--- src/rtl/branch_resolve_unit_pkg.sv ---
// Shared branch-type encodings and BHT helpers for the
// branch resolve unit and its prediction table.
package branch_resolve_unit_pkg;

    typedef enum logic [2:0] {
        BR_NONE = 3'b000,
        BR_JAL  = 3'b001,
        BR_JALR = 3'b010,
        BR_RSVD = 3'b011,
        BR_BEQ  = 3'b100,
        BR_BNE  = 3'b101,
        BR_BLT  = 3'b110,
        BR_BGE  = 3'b111
    } br_type_e;

    localparam logic [1:0] BHT_RST = 2'b01;

    function automatic logic [1:0] sat2(
        input logic [1:0] c,
        input logic       up
    );
        if (up)
            return (c == 2'b11) ? c : c + 2'b01;
        return (c == 2'b00) ? c : c - 2'b01;
    endfunction

endpackage

--- src/rtl/branch_resolve_unit_bht.sv ---
// Table of 2-bit saturating direction counters.
// Async read for fetch lookup, write at the clock edge.
module branch_bht
    import branch_resolve_unit_pkg::*;
#(
    parameter int IDX = 4
) (
    input  logic           clk,
    input  logic           rst_n,
    input  logic [IDX-1:0] rd_idx,
    output logic [1:0]     rd_cnt,
    input  logic           wr_en,
    input  logic [IDX-1:0] wr_idx,
    input  logic           wr_taken
);

    localparam int N = 1 << IDX;

    logic [1:0] tbl [N];

    assign rd_cnt = tbl[rd_idx];

    always_ff @(posedge clk or negedge rst_n) begin
        if (!rst_n) begin
            for (int i = 0; i < N; i++)
                tbl[i] <= BHT_RST;
        end else if (wr_en) begin
            tbl[wr_idx] <= sat2(tbl[wr_idx], wr_taken);
        end
    end

endmodule

--- src/rtl/branch_resolve_unit.sv ---
// Resolves branch direction/target one cycle after EX,
// trains the BHT and keeps branch/mispredict statistics.
module branch_resolve_unit
    import branch_resolve_unit_pkg::*;
#(
    parameter int XLEN    = 32,
    parameter int BHT_IDX = 4,
    parameter int CNT_W   = 32
) (
    input  logic             clk,
    input  logic             rst_n,
    input  logic [XLEN-1:0]  if_pc,
    output logic             if_pred_taken,
    input  logic             ex_valid,
    input  logic [2:0]       ex_branch,
    input  logic             ex_less,
    input  logic             ex_zero,
    input  logic [XLEN-1:0]  ex_pc,
    input  logic [XLEN-1:0]  ex_imm,
    input  logic [XLEN-1:0]  ex_rs1,
    input  logic             ex_pred_taken,
    output logic             res_valid,
    output logic             res_taken,
    output logic             res_mispredict,
    output logic [XLEN-1:0]  res_next_pc,
    output logic             res_pc_asrc,
    output logic             res_pc_bsrc,
    input  logic             stat_clr,
    output logic [CNT_W-1:0] stat_branches,
    output logic [CNT_W-1:0] stat_mispredicts
);

    logic            taken;
    logic            mispred;
    logic            is_br;
    logic            is_cond;
    logic            is_jalr;
    logic            asrc;
    logic            bsrc;
    logic [XLEN-1:0] op_a;
    logic [XLEN-1:0] op_b;
    logic [XLEN-1:0] sum;
    logic [XLEN-1:0] next_pc;
    logic [1:0]      rd_cnt;

    always_comb begin
        taken   = 1'b0;
        mispred = ex_pred_taken;
        is_br   = 1'b1;
        is_cond = 1'b1;
        is_jalr = 1'b0;
        case (ex_branch)
            BR_JAL: begin
                taken   = 1'b1;
                mispred = !ex_pred_taken;
                is_cond = 1'b0;
            end
            BR_JALR: begin
                taken   = 1'b1;
                mispred = 1'b1;
                is_cond = 1'b0;
                is_jalr = 1'b1;
            end
            BR_BEQ:  taken = ex_zero;
            BR_BNE:  taken = !ex_zero;
            BR_BLT:  taken = ex_less;
            BR_BGE:  taken = !ex_less;
            default: begin
                is_br   = 1'b0;
                is_cond = 1'b0;
            end
        endcase
        if (is_cond)
            mispred = taken ^ ex_pred_taken;
    end

    // One PC adder covers pc+4, pc+imm and rs1+imm.
    assign asrc    = taken;
    assign bsrc    = is_jalr;
    assign op_a    = asrc ? ex_imm : XLEN'(4);
    assign op_b    = bsrc ? ex_rs1 : ex_pc;
    assign sum     = op_a + op_b;
    assign next_pc = {sum[XLEN-1:1], sum[0] & !is_jalr};

    branch_bht #(.IDX(BHT_IDX)) u_bht (
        .clk      (clk),
        .rst_n    (rst_n),
        .rd_idx   (if_pc[BHT_IDX+1:2]),
        .rd_cnt   (rd_cnt),
        .wr_en    (ex_valid && is_cond),
        .wr_idx   (ex_pc[BHT_IDX+1:2]),
        .wr_taken (taken)
    );

    assign if_pred_taken = rd_cnt[1];

    logic unused_bits;
    assign unused_bits = ^{if_pc[XLEN-1:BHT_IDX+2], if_pc[1:0], rd_cnt[0]};

    always_ff @(posedge clk or negedge rst_n) begin
        if (!rst_n) begin
            res_valid      <= 1'b0;
            res_taken      <= 1'b0;
            res_mispredict <= 1'b0;
            res_next_pc    <= '0;
            res_pc_asrc    <= 1'b0;
            res_pc_bsrc    <= 1'b0;
        end else begin
            res_valid <= ex_valid;
            if (ex_valid) begin
                res_taken      <= taken;
                res_mispredict <= mispred;
                res_next_pc    <= next_pc;
                res_pc_asrc    <= asrc;
                res_pc_bsrc    <= bsrc;
            end
        end
    end

    always_ff @(posedge clk or negedge rst_n) begin
        if (!rst_n) begin
            stat_branches    <= '0;
            stat_mispredicts <= '0;
        end else if (stat_clr) begin
            stat_branches    <= '0;
            stat_mispredicts <= '0;
        end else if (ex_valid) begin
            if (is_br && !(&stat_branches))
                stat_branches <= stat_branches + CNT_W'(1);
            if (mispred && !(&stat_mispredicts))
                stat_mispredicts <= stat_mispredicts + CNT_W'(1);
        end
    end

endmodule
--- config.mk ---
export PLATFORM = sky130hd
export DESIGN_NAME = branch_resolve_unit
export DESIGN_NICKNAME = d
export VERILOG_FILES = /design/src/rtl/branch_resolve_unit_pkg.sv /design/src/rtl/branch_resolve_unit_bht.sv /design/src/rtl/branch_resolve_unit.sv
export SDC_FILE = /design/constraint.sdc
export NUM_CORES = 1
export LEC_CHECK = 0
export BUFFER_PORTS_ARGS = -buffer_cell sky130_fd_sc_hd__buf_2
export CORE_MARGIN = 3
export CORE_UTILIZATION = 48
export CTS_CLUSTER_DIAMETER = 60
export DETAILED_ROUTE_END_ITERATION = 12
export PLACE_DENSITY = 0.8
export SLEW_MARGIN = 5
export SYNTH_ARGS = -nofsm -noshare
export SYNTH_HDL_FRONTEND = slang
export SYNTH_SLANG_ARGS = --single-unit
export TNS_END_PERCENT = 50
--- constraint.sdc ---
create_clock -name clk -period 2.85 [get_ports clk]
set_input_delay 0 -clock clk [delete_from_list [all_inputs] [get_ports clk]]
set_output_delay 0 -clock clk [all_outputs]
set_load 0.05 [all_outputs]
==> results of run 1 <==
==> synthesized netlist by cell type (all sizes together) (2+ instances only) <==
master and n:
a211o 2, nand2 61, o2111a 2, o2111ai 3, a211oi 17, a2111oi 11, clkbuf 36, nor2b 33
nand4b 2, mux2i 6, o31ai 7, a21boi 2, buf 11, o2bb2ai 3, mux4 15, and3 15
nor3 20, o21ai 26, and2 10, a21oi 47, xnor2 38, nand3 30, o21a 9, nor3b 2
mux2 78, o211ai 5, dfrtp 116, nor4 9, and4 12, inv 11, nand4 40, xor2 40
or3 4, o311ai 4, nand2b 9, o221ai 3, a31oi 3, ha 33, or4 3, a21o 15
maj3 2, nor2 105, dfstp 16, o21bai 5
==> power by group <==
part	leakage (µW)	internal, µW	switching (µW)
sequential	0.00171	2120	136
combinational	0.00357	815	1240
clock	0.000281	1300	888
==> per-stage QoR <==
| stage | hold slack, ns | util | cell area (µm²) | TNS, ns | worst slack (ns) |
|---|---|---|---|---|---|
| floorplan | -0.296 | - | 9090 | 0 | 0.00905 |
| global placement | 0.0704 | 0.614 | 11200 | -3.89 | -0.386 |
| detailed placement | 0.0735 | 0.614 | 11200 | -4.57 | -0.379 |
| CTS | 0.0476 | 0.647 | 11800 | 0 | 0.0861 |
| global route | 0.0819 | 0.650 | 11800 | -0.0134 | -0.0134 |
| finish | 0.0700 | 0.650 | 11800 | 0 | 0.111 |
==> how the worst min path moves through the flow <==
stage                       from         endpoint  slack, ns
finish              ex_branch[0]   res_next_pc[0]       0.07
global route        ex_branch[0]   res_next_pc[0]       0.08
CTS                 ex_branch[0]   res_next_pc[0]       0.05
detailed placement         rst_n  res_next_pc[11]       0.07
global placement           rst_n  res_next_pc[11]       0.07
floorplan                  rst_n   res_mispredict      -0.30
==> state kept, by name, summed over array words and instances (netlist names) <==
| signal | count |
|---|---|
| res_next_pc | 32 |
| res_pc_bsrc | 1 |
| u_bht.tbl | 32 |
| stat_branches | 32 |
| stat_mispredicts | 32 |
| res_pc_asrc | 1 |
| res_mispredict | 1 |
| res_valid | 1 |
==> layout make-up <==
| type | count | area, µm² | share of cell area |
|---|---|---|---|
| Multi-Input combinational cell | 745 | 5540 | 0.468 |
| Clock inverter | 13 | 149 | 0.0126 |
| Sequential cell | 132 | 3320 | 0.281 |
| Tap cell | 229 | 287 | 0.0242 |
| Inverter | 11 | 41.3 | 0.00349 |
| Timing Repair Buffer | 341 | 2070 | 0.175 |
| Clock buffer | 19 | 433 | 0.0366 |
==> worst max-delay path, cell delays in order <==
cell,delay (ns)
buf_2,0.12
nand2b_1,0.20
nor2_4,0.14
buf_12,0.15
mux2_2,0.34
ha_1,0.21
fa_2,0.36
a211oi_2,0.32
o21bai_1,0.17
a211oi_1,0.25
buf_4,0.16
o21a_1,0.20
nor3_1,0.08
or3_1,0.35
==> cell usage in the layout, fill, tap and decap left out, types with 10 or more instances in the layout <==
cell type,count
xor2_1,40
xnor2_1,38
o21ai_0,23
nand3_1,30
dfrtp_1,116
buf_2,210
nor3_1,19
buf_4,127
ha_1,32
nand4_1,40
nand2_1,60
nor2_1,103
and4_1,12
and3_1,15
mux2_2,78
a211oi_1,15
nor2b_1,33
a21oi_1,47
mux4_2,15
a21o_1,15
inv_1,10
clkbuf_16,17
dfstp_2,16
==> cell families (layout without fill, tap and decap cells) <==
logic type / after synthesis / after routing / synth area share
DFF: 132 / 132 / 0.370
AOI/OAI and AO/OA: 173 / 173 / 0.132
buffers and inverters: 58 / 384 / 0.0269
and+or+nand+nor: 359 / 359 / 0.203
muxes: 99 / 99 / 0.142
adders and majority gates: 36 / 36 / 0.0506
xor gates and xnor gates: 78 / 78 / 0.0760
==> per-layer routing <==
metal,vias to the layer above,part of all wire,wire [µm],GRT usage
li1,4091,-,-,-
met1,4082,0.43,11500,0.333
met2,329,0.49,12800,0.438
met3,44,0.060,1580,0.0516
met4,0,0.021,561,0.0830
met5,-,0,0,0
==> what timing repair did <==
item	in CTS	in global routing
hold buffers	1	0
endpoints found under the hold margin	59	0
endpoints found under the setup margin	0	8
gates resized for setup	0	12
buffers inserted	0	2
==> metrics.md, run 1 <==
| Metric | Value |
|---|---|
| DR vias | 8546 |
| Initial DRC count | 429 |
| Unrepaired setup endpoints after global routing | true |
| Synth warn | 0 |
| Final Hold Fails | 0 |
| IO buf count | 211 |
| CTS root buf | clkbuf_16 |
| H-tree lvl count | 4 |
| DRT Pass-1 Iters | 5 |
| Gpl congestion | 0.915 |
| Flop-to-flop setup slack | 0.54 ns |
| Die X | 143 µm |
| PD cells | 549 mW/mm² |
| Largest net degree at the start of global routing | 76 |
| Placed insts | 1455 |
| Clock sink count | 132 |
| WS Path Type | primary input to flop |
| Worst vdd ir | 0.000418 V |
| Total core area | 0.0182 mm² |
| Vias in the first global route | 8405 |
| Clock Tree Buf Depth | 2 |
| Critical Path End | res_next_pc[30] |
| Chip Height | 143 µm |
| Nets | 1420 |
| Count of cell types in the netlist | 67 |
| Clock latency on the worst-skew pair | 0.43 ns |
| Clock Pin Slew Worst Setup and Hold Paths | 0.06 ns |
| Top FF cell, synth | dfrtp_1 |
| Initial Utilization | 0.494 |
| Worst clock skew | 0.0137 ns |
| Leak Pwr | 0.00556 µW |
| Crit path capture type | flop |
| FF+latch count, synth | 132 |
| Cell Area, Synth | 0.00899 mm² |
| Outcome | finished, final reports clean |
| Fmax | 365 MHz |
| Hold crit path type | primary input to flop |
| Total CTS buffers | 17 |
| Area delta synth->final | 31.6% |
| Endpoints failing setup | 0 |
| TritonCTS clock tree | built |
| Critical Path Source Type | primary input |
| Data required, critical path | 3.15 ns |
| Post-synth ARST share | 1.00 |
| Area leader, netlist | dfrtp_1 |
| HPWL Detailed | 20000 µm |
| Core Rows | 49 |
| Max-Cap Viols | 0 |
| Rel. slew slack | 0.513 |
| Diode count | 0 |
| Die area | 0.0204 mm² |
| Reg-to-reg critical path startpoint | u_bht.tbl[3] |
| Sequential area share after synthesis | 0.370 |
| Tot GR Track Use | 0.258 |
| ANT nets after route | 0 |
| Synth top area cells | dfrtp_1, mux2_2, dfstp_2, ha_1, nor2_1 |
| Max FO, Critical Path | 11 |
| Reg2reg path depth | 4 |
| Mapped Nets | 1107 |
| # IOs | 240 |
| First-pass GRT wire length | 42400 µm |
| Synth top area share | 0.323 |
| Antenna violations before repair | 0 |
| Reg2Reg Capture Point | u_bht.tbl[21] |
| Crit share post-route | 0.961 |
| WHS Path Cells | 4 |
| Layout cells sized above 1 | 0.400 |
| Power Total | 6500 µW |
| Final slew viol count | 0 |
| FILL cells | 1497 |
| Min cycle time layout | 2.74 ns |
| Avg Inst Size Synth | 9.62 µm² |
| Worst setup startpoint | ex_branch[2] |
| Worst Max-Slew Pin Slew | 0.731 ns |
| Vias per cell | 5.74 |
| DRC viols | 0 |
| Congestion Overflow GR | 0 |
| Post-Syn Instances | 935 |
| WL per Instance | 17.8 µm |
| Post-synth EDFFs | 0 |
| CP arrival | 3.04 ns |
| Routed WL | 26500 µm |
| Final non-filler cell total | 1490 |
Power figures use the tool's default switching activity.
==> run 2, diff against run 1 <==
--- a/config.mk
+++ b/config.mk
@@ -6,7 +6,7 @@
 export NUM_CORES = 1
 export LEC_CHECK = 0
 export BUFFER_PORTS_ARGS = -buffer_cell sky130_fd_sc_hd__buf_2
-export CORE_MARGIN = 3
+export CORE_MARGIN = 2
 export CORE_UTILIZATION = 48
 export CTS_CLUSTER_DIAMETER = 60
 export DETAILED_ROUTE_END_ITERATION = 12
==> run 2 against run 1 <==
Effect of this change: critical path depth increased by 1; sequential share of layout area grew 0.12 points; largest cell class unchanged; first-iteration DRC count grew 42%; worst hold slack better by 0.014 ns; core utilization is 1.4 points lower.
==> metrics.md, run 2 (synthesis gave the netlist of run 1 again) <==
| Metric | Value |
|---|---|
| Min cycle time layout | 2.73 ns (was 2.74 ns) |
| Power Total | 6510 µW (was 6500 µW) |
| DRT Pass-1 Iters | 5 (unchanged) |
| Crit share post-route | 0.959 (was 0.961) |
| Hold crit path type | primary input to flop (unchanged) |
| Rel. slew slack | 0.566 (was 0.513) |
| H-tree lvl count | 4 (unchanged) |
| Final slew viol count | 0 (unchanged) |
| Nets | 1405 (was 1420) |
| Flop pwr share | 0.346 (about the same) |
| Worst Max-Slew Pin Slew | 0.648 ns (was 0.731 ns) |
| Total core area | 0.0185 mm² (was 0.0182 mm²) |
| Largest net degree at the start of global routing | 75 (was 76) |
| FILL cells | 1538 (was 1497) |
| Reg-to-reg critical path startpoint | stat_mispredicts[0] (was u_bht.tbl[3]) |
| Clock latency on the worst-skew pair | 0.41 ns (was 0.43 ns) |
| Crit path capture type | flop (unchanged) |
| Gate power share | 0.317 (about the same) |
| WHS Path Cells | 4 (unchanged) |
| First-pass GRT wire length | 41900 µm (was 42400 µm) |
| HPWL Detailed | 19700 µm (was 20000 µm) |
| Reg2Reg Capture Point | stat_mispredicts[28] (was u_bht.tbl[21]) |
| DRC viols | 0 (unchanged) |
| Endpoints failing setup | 0 (unchanged) |
| Outcome | finished, final reports clean (unchanged) |
| Initial Utilization | 0.486 (was 0.494) |
| CTS root buf | clkbuf_16 (unchanged) |
| Max-Cap Viols | 0 (unchanged) |
| Hold Crit Start | ex_branch[0] (unchanged) |
| Die area | 0.0198 mm² (was 0.0204 mm²) |
| Reg2reg path depth | 7 (was 4) |
| Final non-filler cell total | 1480 (was 1490) |
| CP arrival | 3.02 ns (was 3.04 ns) |
| Chip Height | 141 µm (was 143 µm) |
| Core Rows | 50 (was 49) |
| IO buf count | 211 (unchanged) |
| Worst hold slack | 0.0838 ns (was 0.0700 ns) |
| Routed WL | 26600 µm (was 26500 µm) |
| Worst vdd ir | 0.000406 V (was 0.000418 V) |
| Antenna violations before repair | 0 (unchanged) |
| Total CTS buffers | 17 (unchanged) |
| Congestion Overflow GR | 0 (unchanged) |
| Placed insts | 1445 (was 1455) |
| Max FO, Critical Path | 14 (was 11) |
| Most common cell after layout, fill and taps aside | buf_2 (unchanged) |
| Die X | 141 µm (was 143 µm) |
| Switching Share | 0.348 (was 0.349) |
| Clock share of power | 0.338 (was 0.337) |
| TritonCTS clock tree | built (unchanged) |
| Leak Pwr | 0.00551 µW (was 0.00556 µW) |
| Clock Pin Slew Worst Setup and Hold Paths | 0.06 ns (about the same) |
| Layout cells sized above 1 | 0.396 (was 0.400) |
| Clock sink count | 132 (unchanged) |
| P_sw | 2270 µW (about the same) |
| Data required, critical path | 3.14 ns (was 3.15 ns) |
| Cell Int Power | 4240 µW (was 4230 µW) |
| # IOs | 240 (unchanged) |
| WL per Instance | 17.9 µm (was 17.8 µm) |
| Clock Tree Buf Depth | 2 (unchanged) |
| Fmax | 366 MHz (was 365 MHz) |
| Worst setup margin | 0.118 ns (was 0.111 ns) |
| ANT nets after route | 0 (unchanged) |
| Worst clock skew | 0.00850 ns (was 0.0137 ns) |
| Area delta synth->final | 31.0% (was 31.6%) |
| Critical Path Source Type | primary input (unchanged) |
| Vias per cell | 5.81 (was 5.74) |
| Hold path endpoint | res_next_pc[0] (unchanged) |
| Gpl congestion | 0.924 (was 0.915) |
| Flop-to-flop setup slack | 0.55 ns (was 0.54 ns) |
| Diode count | 0 (unchanged) |
| Setup WS pre-CTS | -0.445 ns (was -0.379 ns) |
| Vias in the first global route | 8195 (was 8405) |
| Final Hold Fails | 0 (unchanged) |
| DR vias | 8598 (was 8546) |
| Initial DRC count | 609 (was 429) |
| WS Path Type | primary input to flop (unchanged) |
| Tot GR Track Use | 0.264 (was 0.258) |
| Most frequent cells in the layout | buf_2, dfrtp_1, buf_4 (was buf_2, buf_4, dfrtp_1) |
| PD cells | 552 mW/mm² (was 549 mW/mm²) |
## run 2: changes by cell type in the layout (fill, tap and decap cells not counted), sizes merged
cell | previous run | this run
inv | 16 | 13
clkinv | 4 | 8
dlygate4sd3 | 1 | 2
clkbuf | 19 | 18
buf | 340 | 324
## run 2: layer usage
metal  GRT usage  vias up  wire length [µm]
met1       0.352     4171             11400
met3      0.0472       48              1600
met5           0        -                 0
met4       0.103        0               767
met2       0.430      325             12800
li1            -     4054                 -
## run 2: through the flow
step                cell area [µm²]  setup TNS, ns   util
finish                        11800              0  0.636
global route                  11800       -0.00197  0.636
CTS                           11700              0  0.633
detailed placement            11100          -6.26  0.599
global placement              11100          -4.35  0.599
floorplan                      9090              0      -
## run 2: what timing repair did
item | 4_1_cts | 5_1_grt
gates resized for setup | 1 | 18
endpoints found under the setup margin | 1 | 18
hold endpoints to repair | 71 | 0
pin swaps | 0 | 3
hold buffers | 2 | 0
setup buffers | 0 | 1
## run 2: layout make-up
type | instances | area (µm²) | area share
Multi-Input combinational cell | 745 | 5560 | 0.472
Inverter | 11 | 41.3 | 0.00350
Sequential cell | 132 | 3320 | 0.282
Tap cell | 234 | 293 | 0.0248
Clock buffer | 18 | 439 | 0.0373
Timing Repair Buffer | 326 | 1980 | 0.168
Clock inverter | 14 | 154 | 0.0131
## run 2: how the worst max path moves through the flow
| stage | start | to | slack, ns | cells past startpoint |
|---|---|---|---|---|
| floorplan | ex_branch[2] | res_next_pc[25] | 0.009 | 12 |
| global placement | ex_branch[1] | res_next_pc[25] | -0.33 | 15 |
| detailed placement | ex_less | res_next_pc[25] | -0.45 | 15 |
| CTS | ex_branch[2] | res_next_pc[20] | 0.03 | 13 |
| global route | ex_less | res_next_pc[19] | -0.002 | 15 |
| finish | ex_less | res_next_pc[30] | 0.12 | 15 |
## run 2: worst max-delay path, stage by stage
cell      delay (ns)
buf_2           0.11
nand3b_1        0.19
and3_1          0.23
nor2_2          0.19
buf_12          0.18
buf_4           0.20
nor2b_1         0.07
ha_1            0.33
buf_4           0.14
nand2_1         0.09
nor4_1          0.26
o21ai_0         0.16
o21a_2          0.27
o2111a_1        0.24
or3_1           0.36
## run 2: power by group through the flow
stage / clock (µW) / combinational (µW) / sequential [µW]
after floorplan: 0 / 880 / 2680
after global placement: 0 / 1970 / 2270
after detailed placement: 0 / 2010 / 2280
after CTS: 2240 / 2030 / 2250
after global routing: 2330 / 2200 / 2270
final: 2200 / 2060 / 2250
